$ cat config.mk
export PLATFORM = sky130hd
export DESIGN_NAME = hazard_scoreboard
export DESIGN_NICKNAME = d
export VERILOG_FILES = /design/src/rtl/hazard_scoreboard.sv
export SDC_FILE = /design/constraint.sdc
export NUM_CORES = 1
export LEC_CHECK = 0
export CAP_MARGIN = 20
export CORE_MARGIN = 2
export CORE_UTILIZATION = 55
export CTS_BUF_LIST = sky130_fd_sc_hd__clkbuf_4
export CTS_CLUSTER_DIAMETER = 200
export DETAILED_ROUTE_END_ITERATION = 8
export PLACE_DENSITY = 0.76
export SLEW_MARGIN = 20
export SYNTH_ARGS = -nofsm -noshare
export SYNTH_HDL_FRONTEND = slang
export SYNTH_SLANG_ARGS = --single-unit
$ cat constraint.sdc
create_clock -name clk -period 4.44 [get_ports clk]
set_input_delay 0.888 -clock clk [delete_from_list [all_inputs] [get_ports clk]]
set_output_delay 0.888 -clock clk [all_outputs]
set_load 0.01 [all_outputs]
$ cat src/rtl/hazard_scoreboard.sv
// Register-write scoreboard for an in-order pipeline: counts in-flight writes
// per architectural register and stalls decode on RAW hazards or saturation.
module hazard_scoreboard #(
    parameter int MAX_PEND = 3
) (
    input  logic        clk,
    input  logic        rst_n,
    input  logic        issue_valid,
    input  logic [4:0]  issue_rs1,
    input  logic [4:0]  issue_rs2,
    input  logic        use_rs1,
    input  logic        use_rs2,
    input  logic [4:0]  issue_rd,
    input  logic        issue_regwrite,
    input  logic        wb_valid,
    input  logic [4:0]  wb_rd,
    output logic        stall,
    output logic [31:0] pending,
    output logic        busy,
    output logic        wb_err,
    output logic [15:0] stall_cycles
);

    localparam int CW = $clog2(MAX_PEND + 1);
    typedef logic [CW-1:0] cnt_t;
    localparam cnt_t MAX_C = cnt_t'(MAX_PEND);
    localparam cnt_t ONE_C = cnt_t'(1);

    // x0 never gets a counter; cnt_v is a read view with entry 0 tied to zero.
    cnt_t        cnt_q [1:31];
    cnt_t        cnt_d [1:31];
    cnt_t        cnt_v [32];
    logic [31:0] pending_q, pending_d;
    logic        busy_q;
    logic        wb_err_q;
    logic [15:0] stall_cycles_q;

    cnt_t        rs1_cnt, rs2_cnt, rd_cnt, wb_cnt;
    logic        haz_rs1, haz_rs2, sat_rd;
    logic        stall_c, accept, track, wb_live, wb_bad;
    logic [31:1] inc_v, dec_v;

    always_comb begin
        cnt_v[0] = '0;
        for (int r = 1; r < 32; r++) begin
            cnt_v[r] = cnt_q[r];
        end
    end

    always_comb begin
        rs1_cnt = cnt_v[issue_rs1];
        rs2_cnt = cnt_v[issue_rs2];
        rd_cnt  = cnt_v[issue_rd];
        wb_cnt  = cnt_v[wb_rd];

        // A last outstanding write retiring this cycle is covered by MEM/WB forwarding.
        haz_rs1 = use_rs1 && (issue_rs1 != 5'd0) && (rs1_cnt != '0) &&
                  !(wb_valid && (wb_rd == issue_rs1) && (rs1_cnt == ONE_C));
        haz_rs2 = use_rs2 && (issue_rs2 != 5'd0) && (rs2_cnt != '0) &&
                  !(wb_valid && (wb_rd == issue_rs2) && (rs2_cnt == ONE_C));
        sat_rd  = issue_regwrite && (issue_rd != 5'd0) && (rd_cnt == MAX_C);

        stall_c = issue_valid && (haz_rs1 || haz_rs2 || sat_rd);
        accept  = issue_valid && !stall_c;
        track   = accept && issue_regwrite && (issue_rd != 5'd0);
        wb_live = wb_valid && (wb_rd != 5'd0);
        wb_bad  = wb_live && (wb_cnt == '0);
    end

    always_comb begin
        inc_v     = '0;
        dec_v     = '0;
        pending_d = '0;
        for (int r = 1; r < 32; r++) begin
            inc_v[r] = track && (issue_rd == 5'(r));
            dec_v[r] = wb_live && (wb_rd == 5'(r)) && (cnt_q[r] != '0);
            cnt_d[r] = cnt_q[r];
            if (inc_v[r] && !dec_v[r]) begin
                cnt_d[r] = cnt_q[r] + ONE_C;
            end else if (dec_v[r] && !inc_v[r]) begin
                cnt_d[r] = cnt_q[r] - ONE_C;
            end
            pending_d[r] = (cnt_d[r] != '0);
        end
    end

    always_ff @(posedge clk or negedge rst_n) begin
        if (!rst_n) begin
            for (int r = 1; r < 32; r++) begin
                cnt_q[r] <= '0;
            end
            pending_q      <= '0;
            busy_q         <= 1'b0;
            wb_err_q       <= 1'b0;
            stall_cycles_q <= '0;
        end else begin
            for (int r = 1; r < 32; r++) begin
                cnt_q[r] <= cnt_d[r];
            end
            pending_q <= pending_d;
            busy_q    <= |pending_d;
            wb_err_q  <= wb_err_q | wb_bad;
            if (stall_c && (stall_cycles_q != 16'hFFFF)) begin
                stall_cycles_q <= stall_cycles_q + 16'd1;
            end
        end
    end

    assign stall        = stall_c;
    assign pending      = pending_q;
    assign busy         = busy_q;
    assign wb_err       = wb_err_q;
    assign stall_cycles = stall_cycles_q;

endmodule

* After elaboration in Yosys (flattened, before gate mapping)
Cells that the tools add are included.
Word-level totals: logic and storage cells 560, output and inout bits 51, flip-flop bits (word level) 111
Cells by class: muxes and demuxes 74, bitwise gates (word level) 5, add/subtract/negate cells 63, eq/ne operators 68, reductions and logical operators 311, magnitude comparators 4
Operators by type and width (number):
- logical AND 1 bit | 174
- == test 5 bit (second input constant) | 32
- two-way mux 2 bit | 70
- nonzero test 2 bit | 64
- == test 5 x 4 -> 1 bit (second input constant) | 16
- zero test 1 bit | 65
- adder 2 x 1 -> 2 bit (second input constant) | 31
- subtractor 2 x 1 -> 2 bit (second input constant) | 31
- binary-select mux 2 bit (select 5 bit) | 4
- == test 5 x 3 -> 1 bit (second input constant) | 8
- OR reduction 31 bit | 1
- >= comparator 6 bit (second input constant) | 4
- inverter 5 -> 6 bit | 4
- == test 5 x 2 -> 1 bit (second input constant) | 4
- nonzero test 5 bit | 4
- adder 16 x 1 -> 16 bit (second input constant) | 1
- != test 16 bit (second input constant) | 1
- == test 5 x 1 -> 1 bit (second input constant) | 2
- == test 5 bit | 2
- == test 2 x 1 -> 1 bit (second input constant) | 2
- == test 2 bit (second input constant) | 1
- zero test 2 bit | 1
- logical OR 1 bit | 2
- bitwise OR 1 bit | 1

* Depth between registers and ports, before layout
Gate-level depths: netlist of run 1.
depth in word-level cells 22, mapped depth 17, mapped depth without buffers 11

* Worst setup path after synthesis of run 1
Ideal clock, no wire load.
path kind in2reg, start input issue_rd[1], end register busy_q, in the netlist busy, cell stages on the path 13, arrival time 4437 ps, buffers on the path 2, setup slack -136 ps, data required time 4301 ps, cell sequence buf_2 mux2_2 a221oi_1 nor4_1 a211oi_1 o21ai_2 buf_6 nor4_1 mux2i_1 nor2_1 or3_1 or4_1 or4_1
Between the ends: word-level cells in the longest chain between the ends 19
RTL lines:
- start, declared | RTL line 13 | input logic [4:0] issue_rd,
- inverter 5 -> 6 bit (implied by the code) | RTL line 53 | rd_cnt = cnt_v[issue_rd];
- binary-select mux 2 bit (select 5 bit) | RTL line 53
- two-way mux 2 bit (implied by the code) (2 in a row) | RTL line 53
- == test 2 bit | RTL line 61 | sat_rd = issue_regwrite && (issue_rd != 5'd0) && (rd_cnt == MAX_C);
- logical AND 1 bit | RTL line 61
- logical OR 1 bit | RTL line 63 | stall_c = issue_valid && (haz_rs1 || haz_rs2 || sat_rd);
- logical AND 1 bit | RTL line 63
- zero test 1 bit | RTL line 64 | accept = issue_valid && !stall_c;
- (+3 left out)
- logical AND 1 bit * | RTL line 75 | inc_v[r] = track && (issue_rd == 5'(r));
- zero test 1 bit | RTL line 80 | end else if (dec_v[r] && !inc_v[r]) begin
- logical AND 1 bit | RTL line 80
- two-way mux 2 bit | RTL line 80
- two-way mux 2 bit * | RTL line 78 | if (inc_v[r] && !dec_v[r]) begin
- nonzero test 2 bit * | RTL line 83 | pending_d[r] = (cnt_d[r] != '0);
- via pending_d[19] | RTL line 33 | logic [31:0] pending_q, pending_d;
- OR reduction 31 bit * | RTL line 101 | busy_q <= |pending_d;
- end signal, assigned | RTL line 101
- end, declared | RTL line 34 | logic busy_q;
The timed path passes the listed nets; every way through them passes the cells marked *. The select of a mux whose other input is x is not followed. A chain may end at the register's enable or synchronous reset.

* Worst setup path in the final report of run 1
start input issue_rs2[0], end register busy_q, in the netlist busy
Between the ends: word-level cells in the longest chain between the ends 22
RTL lines:
- start, declared | RTL line 10 | input logic [4:0] issue_rs2,
- inverter 5 -> 6 bit (implied by the code) | RTL line 52 | rs2_cnt = cnt_v[issue_rs2];
- binary-select mux 2 bit (select 5 bit) | RTL line 52
- two-way mux 2 bit (implied by the code) (2 in a row) | RTL line 52
- == test 2 x 1 -> 1 bit | RTL line 60 | !(wb_valid && (wb_rd == issue_rs2) && (rs2_cnt == ONE_C));
- logical AND 1 bit | RTL line 60
- zero test 1 bit | RTL line 60
- logical AND 1 bit * | RTL line 59 | haz_rs2 = use_rs2 && (issue_rs2 != 5'd0) && (rs2_cnt != '0) &&
- logical OR 1 bit * (2 in a row) | RTL line 63
- (+5 left out)
- logical AND 1 bit * | RTL line 75
- zero test 1 bit | RTL line 80
- logical AND 1 bit | RTL line 80
- two-way mux 2 bit | RTL line 80
- two-way mux 2 bit * | RTL line 78
- nonzero test 2 bit * | RTL line 83
- via pending_d[1] | RTL line 33
- OR reduction 31 bit * | RTL line 101
Marked as above.

==> results of run 1 <==
## critical path, stage by stage
cell       delay (ps)
buf_2             110
buf_12            140
buf_8             110
mux4_2            500
nand2_1            80
o211ai_1          160
o31ai_4           370
o22ai_4           160
buf_4             160
or4_4             580
xor2_2            210
a31oi_2           220
a2111oi_4         330
nand4_1           130
buf_4             170
or4_1             450
## routing by layer
layer / wire [um] / track usage / up-vias
li1: - / - / 4644
met1: 14500 / 0.549 / 5131
met2: 15800 / 0.614 / 651
met3: 4390 / 0.109 / 119
met4: 1420 / 0.151 / 0
met5: 0 / 0 / -
## cells by family after synthesis
group | share of synthesized area
simple gates | 0.247
compound gates | 0.144
buf+inv | 0.0643
flops | 0.295
mux | 0.145
xor+xnor | 0.0604
fa+ha+maj | 0.0446
other cells | 0.000398
## cell usage in the layout, fill, tap and decap left out, types with 29 or more instances in the layout
cell,count
a21oi_1,35
ha_1,32
mux4_2,36
nand3_1,46
mux2i_1,33
o21ai_0,29
dfrtp_1,111
clkdlybuf4s50_1,56
nand2_1,101
buf_4,259
xnor2_1,46
nor2_1,88
inv_1,83
nor3_1,57
## metrics by stage
stage          worst slack, ps  power [W]  hold slack [ps]
6_report                  66.4    0.00632              377
5_1_grt                  -1.27    0.00664              432
4_1_cts                   2.19    0.00610              418
3_5_place_dp              -994    0.00538              488
3_3_place_gp             -1000    0.00527              475
2_1_floorplan             9.51    0.00372              498
## flip-flops by register name, indices dropped and copies added, names as in the netlist
signal	flops
busy	1
cnt_q	62
stall_cycles	16
wb_err	1
pending	31
## power groups by stage
| stage | clock (W) | combinational, W | sequential, W |
|---|---|---|---|
| after detailed placement | 0 | 0.00345 | 0.00193 |
| after CTS | 0.000534 | 0.00366 | 0.00191 |
| after global placement | 0 | 0.00335 | 0.00192 |
| final | 0.000523 | 0.00384 | 0.00195 |
| after global routing | 0.000562 | 0.00411 | 0.00198 |
| after floorplan | 0 | 0.00194 | 0.00178 |
## worst paths after layout
kind,from,to,slack [ps]
worst min-delay path,rst_n,stall_cycles[3],380
max in group asynchronous,rst_n,pending[4],3260
worst max register to register,cnt_q[27],busy,100
worst min register to register,stall_cycles[8],stall_cycles[8],510
min in group clk,stall_cycles[8],stall_cycles[8],510
worst max-delay path,issue_rs2[0],busy,70
## repair_timing
item	4_1_cts	5_1_grt
setup buffers	24	8
cloned	2	0
pin swaps	31	24
hold buffers	0	0
setup endpoints to repair	2	2
gates resized for setup	97	32
## Yosys cell counts (4+ instances only)
cell type / n
a211oi_1: 13
a21boi_0: 8
a21oi_1: 37
a311oi_1: 5
a31oi_1: 10
a32oi_1: 4
and2_1: 12
and3_1: 23
and4_1: 6
buf_2: 13
buf_4: 5
buf_6: 4
clkbuf_1: 36
dfrtp_1: 111
ha_1: 32
inv_1: 83
mux2_2: 15
mux2i_1: 36
mux4_2: 36
nand2_1: 105
nand2b_1: 18
nand3_1: 47
nand4_1: 16
nor2_1: 88
nor2b_1: 13
nor3_1: 61
nor4_1: 20
o2111ai_1: 4
o211ai_1: 24
o21a_1: 6
o21ai_0: 31
o31ai_1: 19
or2_2: 4
or3_1: 26
or4_1: 9
xnor2_1: 46
xor2_1: 19
## layout make-up
| cell class | count | area, um2 |
|---|---|---|
| flip-flops and latches | 111 | 2780 |
| repair buffers | 362 | 3140 |
| multi-input cells | 845 | 6370 |
| diodes | 1 | 2.50 |
| clock buffers | 9 | 67.6 |
| clock inverters | 7 | 63.8 |
| inverters | 83 | 312 |
| fillers | 1192 | 3620 |
| well taps | 220 | 275 |
==> qor.txt, run 1 <==
outcome: finished, final reports clean
summed negative setup slack over all endpoints: 0 ps
share of cells above drive strength 1: 0.299
initial antenna violation count: 1
share of synthesized registers carrying an async set or reset: 1.00
maximum number of pins on one net before global-route repair: 58
syn avg cell area: 8.57 um2
critical path class: in2reg
Final Wtd Congestion: 1.05
portion of synthesized cell area occupied by the leading cell type: 0.295
vias per std cell: 6.44
drt total wl: 36.1 mm
H-tree level count: 3
Fmax achieved: 229 MHz
vias in the first global route: 10100
clock network power share: 0.083
sequential cell area fraction in the yosys report: 0.295
DRT Pass-1 Iters: 6
Cell Rows: 47
required arrival time at the worst endpoint: 4850 ps
detailed placement HPWL: 27.8 mm
share of the clock period used by the worst path: 0.985
Die Y: 135 um
global-route wire length before repair: 55.7 mm
critical path launch point type: input pin
maximum clock insertion buffer count: 2
Worst Reg2Reg Path Length in Cells: 14
total count of max-transition violations in the final report: 0
final worst path period need: 4370 ps
Max FO, Critical Path: 7
kind of end point of the critical path: flop
buffer type at the clock tree root: clkbuf_4
post-synth cell types: 73
Initial DRC Count: 1516
number of vias after detailed routing: 10500
number of maximum-capacitance violations: 0
Setup violations, final: 0
IO Pins: 78
number of placed cells counting well taps: 1589
CTS Sinks: 111
mean routed wirelength per cell: 22.1 um
core area: 0.0166 mm2
Cell Area, Synth: 0.00942 mm2
standby leakage power: 5.63 nW
layout overhead on the synthesized area: 38.1%
placed instance area: 0.0122 mm2
Post-Syn Nets: 1159
number of buffer cells added on primary ports: 76
Total Nets Final: 1471
post-layout instance count excluding filler cells: 1638
final antenna-violating net count: 0
cell types occupying the most area after synthesis: dfrtp_1, mux4_2, xnor2_1
initial cell density of the core: 0.566
source-to-sink clock delay at the later pin of the worst-skew pair: 530 ps
core utilization of the finished layout: 0.782
register share of total power: 0.309
class of the tightest hold or removal check: in2async
number of buffers added by the clock tree synthesis step: 9
clock tree from TritonCTS: built
Final Hold Viols: 0
die span in x: 135 um
portion of total power attributed to combinational logic: 0.609
Clock transition at path regs: 200 ps
flop and latch count out of synthesis: 111
count of flip-flops with a built-in enable after synthesis: 0
final non-filler cell area: 0.0130 mm2
count of unresolved DRC violations after routing: 0
Synth area leader: dfrtp_1
max-slew headroom at the worst pin: 0.279
Power Dens Cells: 485 mW/mm2
predominant post-synthesis flop cell: dfrtp_1
cell-internal power: 0.00343 W
final clock skew: 22.3 ps
switching share of power: 0.457
global routing usage summed across all routing layers: 0.403
Worst Path Arrival: 4780 ps
largest voltage drop on the vdd net: 406 uV
leftover overflow at the end of global routing: 0
yosys synthesis warning count: 0
measured slew at the worst slew-check pin: 1070 ps
post-synthesis cell count: 1100
net switching power: 0.00289 W
Die Footprint: 0.0182 mm2
(Power assumes the default switching activity.)
==> run 2: changes to the inputs <==
--- a/constraint.sdc
+++ b/constraint.sdc
@@ -3,2 +3,2 @@
 set_output_delay 0.888 -clock clk [all_outputs]
-set_load 0.01 [all_outputs]
+set_load 0.05 [all_outputs]
==> run 2 against run 1 <==
Against the previous run: the flow now finishes with violations (setup timing); clock power increased by 6.9%; register-to-register slack worse by 50 ps; largest cell class unchanged; total power is 4.7% higher; setup slack got worse by 290 ps; flip-flop and latch count did not move; highest routed layer is now met5.
==> qor.txt, run 2 (synthesized netlist as in run 1, its figures left out) <==
Final Wtd Congestion: 1.04 (-1.3%)
count of unresolved DRC violations after routing: 0 (unchanged)
leftover overflow at the end of global routing: 0 (unchanged)
class of the tightest hold or removal check: in2async
H-tree level count: 3 (unchanged)
violated checks: setup timing
share of the clock period used by the worst path: 1.05 (+0.0656)
source-to-sink clock delay at the later pin of the worst-skew pair: 530 ps (about the same)
maximum number of pins on one net before global-route repair: 60 (+3.4%)
critical path launch point type: input pin
measured slew at the worst slew-check pin: 999 ps (-75.2 ps)
Total Nets Final: 1448 (-1.6%)
standby leakage power: 5.46 nW (-3.0%)
top register by number of flip-flops: cnt_q
IO Pins: 78 (unchanged)
buffer type at the clock tree root: clkbuf_4
startpoint of the lowest-slack register-to-register path: cnt_q[27]
max-slew headroom at the worst pin: 0.330 (+0.0505)
flip-flop count of the largest register, all copies and words added: 62 (unchanged)
core area: 0.0166 mm2 (unchanged)
layout overhead on the synthesized area: 33.3%
mean routed wirelength per cell: 21.0 um (-4.8%)
Reg2Reg Capture Point: busy
detailed placement HPWL: 26.9 mm (-3.0%)
CTS Sinks: 111 (unchanged)
commonest cells after routing, fill and taps aside: buf_4, dfrtp_1, nand2_1, nor2_1, inv_1
Worst Path Arrival: 5080 ps (+300 ps)
number of placed cells counting well taps: 1590 (+0.063%)
Max FO, Critical Path: 8 (+1)
critical path class: in2reg
slack of the critical path: -225 ps (-291 ps)
Clock transition at path regs: 180 ps (-20 ps)
Setup violations, final: 1 (+1)
largest voltage drop on the vdd net: 380 uV (-6.4%)
placed instance area: 0.0122 mm2 (-0.16%)
vias per std cell: 6.21 (-3.5%)
area of the multi-input gates: 0.00616 mm2 (-3.4%)
drt total wl: 33.9 mm (-6.2%)
required arrival time at the worst endpoint: 4860 ps (about the same)
post-layout instance count excluding filler cells: 1615 (-1.4%)
number of buffers added by the clock tree synthesis step: 9 (unchanged)
number of vias after detailed routing: 10000 (-4.9%)
Die Y: 135 um (unchanged)
global routing usage summed across all routing layers: 0.381 (-0.0213)
setup repair after global routing missed its margin: true
initial cell density of the core: 0.566 (unchanged)
final clock skew: 13.0 ps (-9.35 ps)
number of buffer cells added on primary ports: 76 (unchanged)
Die Footprint: 0.0182 mm2 (unchanged)
fillers: 1243 (+4.3%)
DRT Pass-1 Iters: 6 (unchanged)
number of maximum-capacitance violations: 0 (unchanged)
Initial DRC Count: 1236 (-18%)
CP Cell Sequence: clkdlybuf4s50_1 > buf_6 > mux4_2 > mux2i_1 > a31oi_2 > o31ai_2 > buf_4 > o22ai_4 > buf_6 > nor4_2 > buf_4 > mux2i_1 > a32oi_1 > or4_4 > or4_4 > or4_1
slack of the worst reg-to-reg path: 50 ps (-50 ps)
CTS hold repair buffers: 0 (unchanged)
die span in x: 135 um (unchanged)
outcome: finished, violations left
start point of the critical path: issue_rs2[1]
Power Dens Cells: 527 mW/mm2 (+8.5%)
share of cells above drive strength 1: 0.260 (-0.0388)
most frequent standard cell in the layout excluding fill and tap cells: buf_4
Worst Reg2Reg Path Length in Cells: 13 (-1)
Fmax achieved: 214 MHz (-6.2%)
worst stage delay on the critical path: 540 ps (-40 ps)
clock tree from TritonCTS: built
Reg area: 0.00278 mm2 (unchanged)
final worst path period need: 4660 ps (+291 ps)
endpoint of the most critical setup path: busy
global-route wire length before repair: 52.7 mm (-5.4%)
total count of max-transition violations in the final report: 0 (unchanged)
slowest CP cell: or4_4
Cell Rows: 47 (unchanged)
Final Hold Viols: 0 (unchanged)
final antenna-violating net count: 0 (unchanged)
kind of end point of the critical path: flop
vias in the first global route: 9603 (-4.8%)
initial antenna violation count: 2 (+1)
maximum clock insertion buffer count: 2 (unchanged)
final non-filler cell area: 0.0126 mm2 (-3.5%)
[run 2: changes by cell type in the layout (fill, tap and decap cells not counted), moves of 4 or more]
cell and change:
buf_4 -14, clkdlybuf4s50_1 +10, dlygate4sd2_1 -10, buf_12 -6, or4_1 +4, or4_4 -4
[run 2: per-stage QoR]
stage          power [W]   util  hold slack (ps)  setup TNS [ps]  setup slack, ps
5_1_grt          0.00696  0.755              415            -314             -314
2_1_floorplan    0.00420      -              498               0             9.51
6_report         0.00661  0.755              374            -225             -225
4_1_cts          0.00649  0.751              386           -84.8            -84.8
3_5_place_dp     0.00581  0.730              476           -3340            -1090
3_3_place_gp     0.00571  0.730              475           -2070            -1010
[run 2: worst max-delay path: cells and delay by family]
family,cells,cell delay [ps]
buffers and inverters,5,1170
AND/OR/NAND/NOR,4,1740
multiplexers,3,890
AO/OA/AOI/OAI,4,400
[run 2: cell type report]
cell class	instances	share of cell area
timing repair buffer	339	0.230
clock inverter	7	0.00618
inverter	83	0.0248
multi-input combinational	845	0.491
antenna	1	0.000199
sequential	111	0.221
tap	220	0.0219
clock buffer	9	0.00538
[run 2: report_power, final]
| part | switching [W] | internal [W] | leakage [nW] | total [W] |
|---|---|---|---|---|
| registers | 0.000546 | 0.00139 | 1.38 | 0.00194 |
| clock network | 0.000381 | 0.000177 | 0.0725 | 0.000559 |
| logic | 0.00230 | 0.00182 | 4.01 | 0.00412 |
[run 2: how the worst min path moves through the flow]
stage                        to  slack, ps  cells after the start
2_1_floorplan       pending[30]        500                      1
3_3_place_gp   stall_cycles[10]        480                      1
3_5_place_dp             wb_err        480                      2
4_1_cts         stall_cycles[3]        390                      1
5_1_grt         stall_cycles[3]        420                      1
6_report        stall_cycles[3]        370                      1
[run 2: layer usage]
| layer | vias to the layer above | GRT usage | share of wire |
|---|---|---|---|
| met1 | 4772 | 0.525 | 0.41 |
| met3 | 98 | 0.128 | 0.12 |
| li1 | 4594 | - | - |
| met4 | 2 | 0.144 | 0.040 |
| met2 | 565 | 0.556 | 0.42 |
| met5 | - | 0 | 0.00029 |
[run 2: what timing repair did]
action                                  4_1_cts  5_1_grt
pin swaps                                     5        2
endpoints found under the setup margin        2        2
cloned                                        1        0
buffers inserted                              6        1
gates resized for setup                      36       17
==> run 3: changes to the inputs <==
SKIP_CTS_REPAIR_TIMING = 1   (was default)
SKIP_LAST_GASP = 1   (was default)
==> run 3 against run 2 <==
Against the previous run: the run still ends with setup timing left; non-clock buffer count up 2; sequential power about the same; core utilization is 0.38 points higher; critical path depth unchanged; clock skew rose by 3.1 ps; flip-flop and latch count unchanged; combinational power hardly changed; highest routed layer unchanged.
==> qor.txt, run 3 (synthesized netlist as in run 1, its figures left out) <==
fillers: 1222 (-1.7%)
violated checks: setup timing
layout overhead on the synthesized area: 34.0%
top register by number of flip-flops: cnt_q
Max FO, Critical Path: 6 (-2)
count of unresolved DRC violations after routing: 0 (unchanged)
standby leakage power: 5.53 nW (+1.3%)
source-to-sink clock delay at the later pin of the worst-skew pair: 530 ps (about the same)
leftover overflow at the end of global routing: 0 (unchanged)
critical path class: in2reg
Initial DRC Count: 1155 (-6.6%)
core utilization of the finished layout: 0.758 (+0.00383)
Cell Rows: 47 (unchanged)
drt total wl: 34.0 mm (+0.27%)
core area: 0.0166 mm2 (unchanged)
final antenna-violating net count: 0 (unchanged)
H-tree level count: 3 (unchanged)
worst stage delay on the critical path: 540 ps (about the same)
Setup violations, final: 1 (unchanged)
die span in x: 135 um (unchanged)
number of maximum-capacitance violations: 0 (unchanged)
measured slew at the worst slew-check pin: 1010 ps (+9.97 ps)
initial cell density of the core: 0.566 (unchanged)
maximum clock insertion buffer count: 2 (unchanged)
vias in the first global route: 9466 (-1.4%)
final worst path period need: 4600 ps (-61.9 ps)
share of the clock period used by the worst path: 1.04 (-0.0139)
setup repair after global routing missed its margin: true
mean routed wirelength per cell: 21.0 um (+0.15%)
Final Hold Viols: 0 (unchanged)
global routing usage summed across all routing layers: 0.377 (-0.00455)
detailed placement HPWL: 26.9 mm (unchanged)
maximum number of pins on one net before global-route repair: 60 (unchanged)
placed instance area: 0.0122 mm2 (unchanged)
vias per std cell: 6.24 (+0.44%)
Die Y: 135 um (unchanged)
outcome: finished, violations left
number of vias after detailed routing: 10100 (+0.57%)
commonest cells after routing, fill and taps aside: buf_4, dfrtp_1, nand2_1, nor2_1, inv_1
CTS Sinks: 111 (unchanged)
clock tree from TritonCTS: built
Total Nets Final: 1450 (+0.14%)
slack of the worst reg-to-reg path: -140 ps (-190 ps)
most frequent standard cell in the layout excluding fill and tap cells: buf_4
number of buffers added by the clock tree synthesis step: 9 (unchanged)
Die Footprint: 0.0182 mm2 (unchanged)
initial antenna violation count: 2 (unchanged)
IO Pins: 78 (unchanged)
largest voltage drop on the vdd net: 381 uV (+0.20%)
Fmax achieved: 217 MHz (+1.3%)
final non-filler cell area: 0.0126 mm2 (+0.51%)
required arrival time at the worst endpoint: 4850 ps (about the same)
total count of max-transition violations in the final report: 0 (unchanged)
Clock transition at path regs: 180 ps (about the same)
Worst Reg2Reg Path Length in Cells: 13 (unchanged)
DRT Pass-1 Iters: 7 (+1)
number of buffer cells added on primary ports: 76 (unchanged)
slowest CP cell: or4_4
CP Cell Sequence: clkbuf_2 > buf_12 > mux4_2 > nand2_1 > o211ai_1 > o31ai_1 > buf_4 > o22ai_4 > nor3_4 > buf_12 > buf_8 > nand4_1 > and3_4 > or4_4 > or4_4 > or4_1
kind of end point of the critical path: flop
Power Dens Cells: 526 mW/mm2 (-0.19%)
startpoint of the lowest-slack register-to-register path: cnt_q[27]
final clock skew: 16.1 ps (+3.10 ps)
buffer type at the clock tree root: clkbuf_4
Worst Path Arrival: 5020 ps (-60 ps)
critical path launch point type: input pin
flip-flop count of the largest register, all copies and words added: 62 (unchanged)
slack of the critical path: -163 ps (+61.9 ps)
start point of the critical path: issue_rs2[0]
max-slew headroom at the worst pin: 0.323 (-0.00669)
Reg2Reg Capture Point: busy
share of cells above drive strength 1: 0.264 (+0.00393)
Final Wtd Congestion: 1.04 (unchanged)
global-route wire length before repair: 52.1 mm (-1.2%)
class of the tightest hold or removal check: in2async
run 3: changes by cell type in the layout (fill, tap and decap cells not counted), sizes merged:
cell,before,now
clkbuf,10,13
clkdlybuf4s50,66,62
clkdlybuf4s15,1,0
dlygate4sd2,4,0
buf,264,266
dlymetal6s2s,2,9
bufbuf,1,0
run 3: stage by stage:
stage / setup TNS, ps / setup slack [ps] / hold WS, ps / instances / total power [W]
floorplan: 0 / 9.51 / 498 / 1100 / 0.00420
detailed placement: -3340 / -1090 / 476 / 1590 / 0.00581
global placement: -2070 / -1010 / 475 / 1590 / 0.00571
CTS: -866 / -536 / 386 / 1606 / 0.00638
global route: -234 / -234 / 412 / 1617 / 0.00698
finish: -163 / -163 / 374 / 1617 / 0.00663
run 3: final cells by class:
cell class | instances | area [um2] | share of cell area
antenna | 1 | 2.50 | 0.000198
clock buffer | 9 | 67.6 | 0.00535
clock inverter | 7 | 77.6 | 0.00615
inverter | 83 | 312 | 0.0247
multi-input combinational | 845 | 6180 | 0.489
sequential | 111 | 2780 | 0.220
tap | 220 | 275 | 0.0218
timing repair buffer | 341 | 2930 | 0.232
run 3: per-layer routing:
layer | part of all wire | wire [um] | global-route usage | vias up
met5 | 0.00029 | 10 | 0 | -
li1 | - | - | - | 4601
met1 | 0.41 | 13900 | 0.525 | 4799
met2 | 0.43 | 14700 | 0.554 | 601
met4 | 0.034 | 1150 | 0.124 | 2
met3 | 0.13 | 4270 | 0.121 | 85
run 3: report_power, final:
part	internal [W]	switching, W	total (W)	leakage (nW)
combinational	0.00183	0.00230	0.00413	4.08
sequential	0.00139	0.000554	0.00194	1.38
clock	0.000177	0.000382	0.000559	0.0725
run 3: how the worst max path moves through the flow:
stage	end	slack [ps]	cells past startpoint
global placement	busy	-1010	16
detailed placement	busy	-1090	16
floorplan	busy	10	11
global route	busy	-230	16
finish	busy	-160	16
CTS	busy	-540	16
run 3: critical path, delay by kind of cell:
family	cells	cell delay [ps]
AO/OA/AOI/OAI	3	570
AND/OR/NAND/NOR	7	2320
multiplexers	1	480
buffers and inverters	5	760
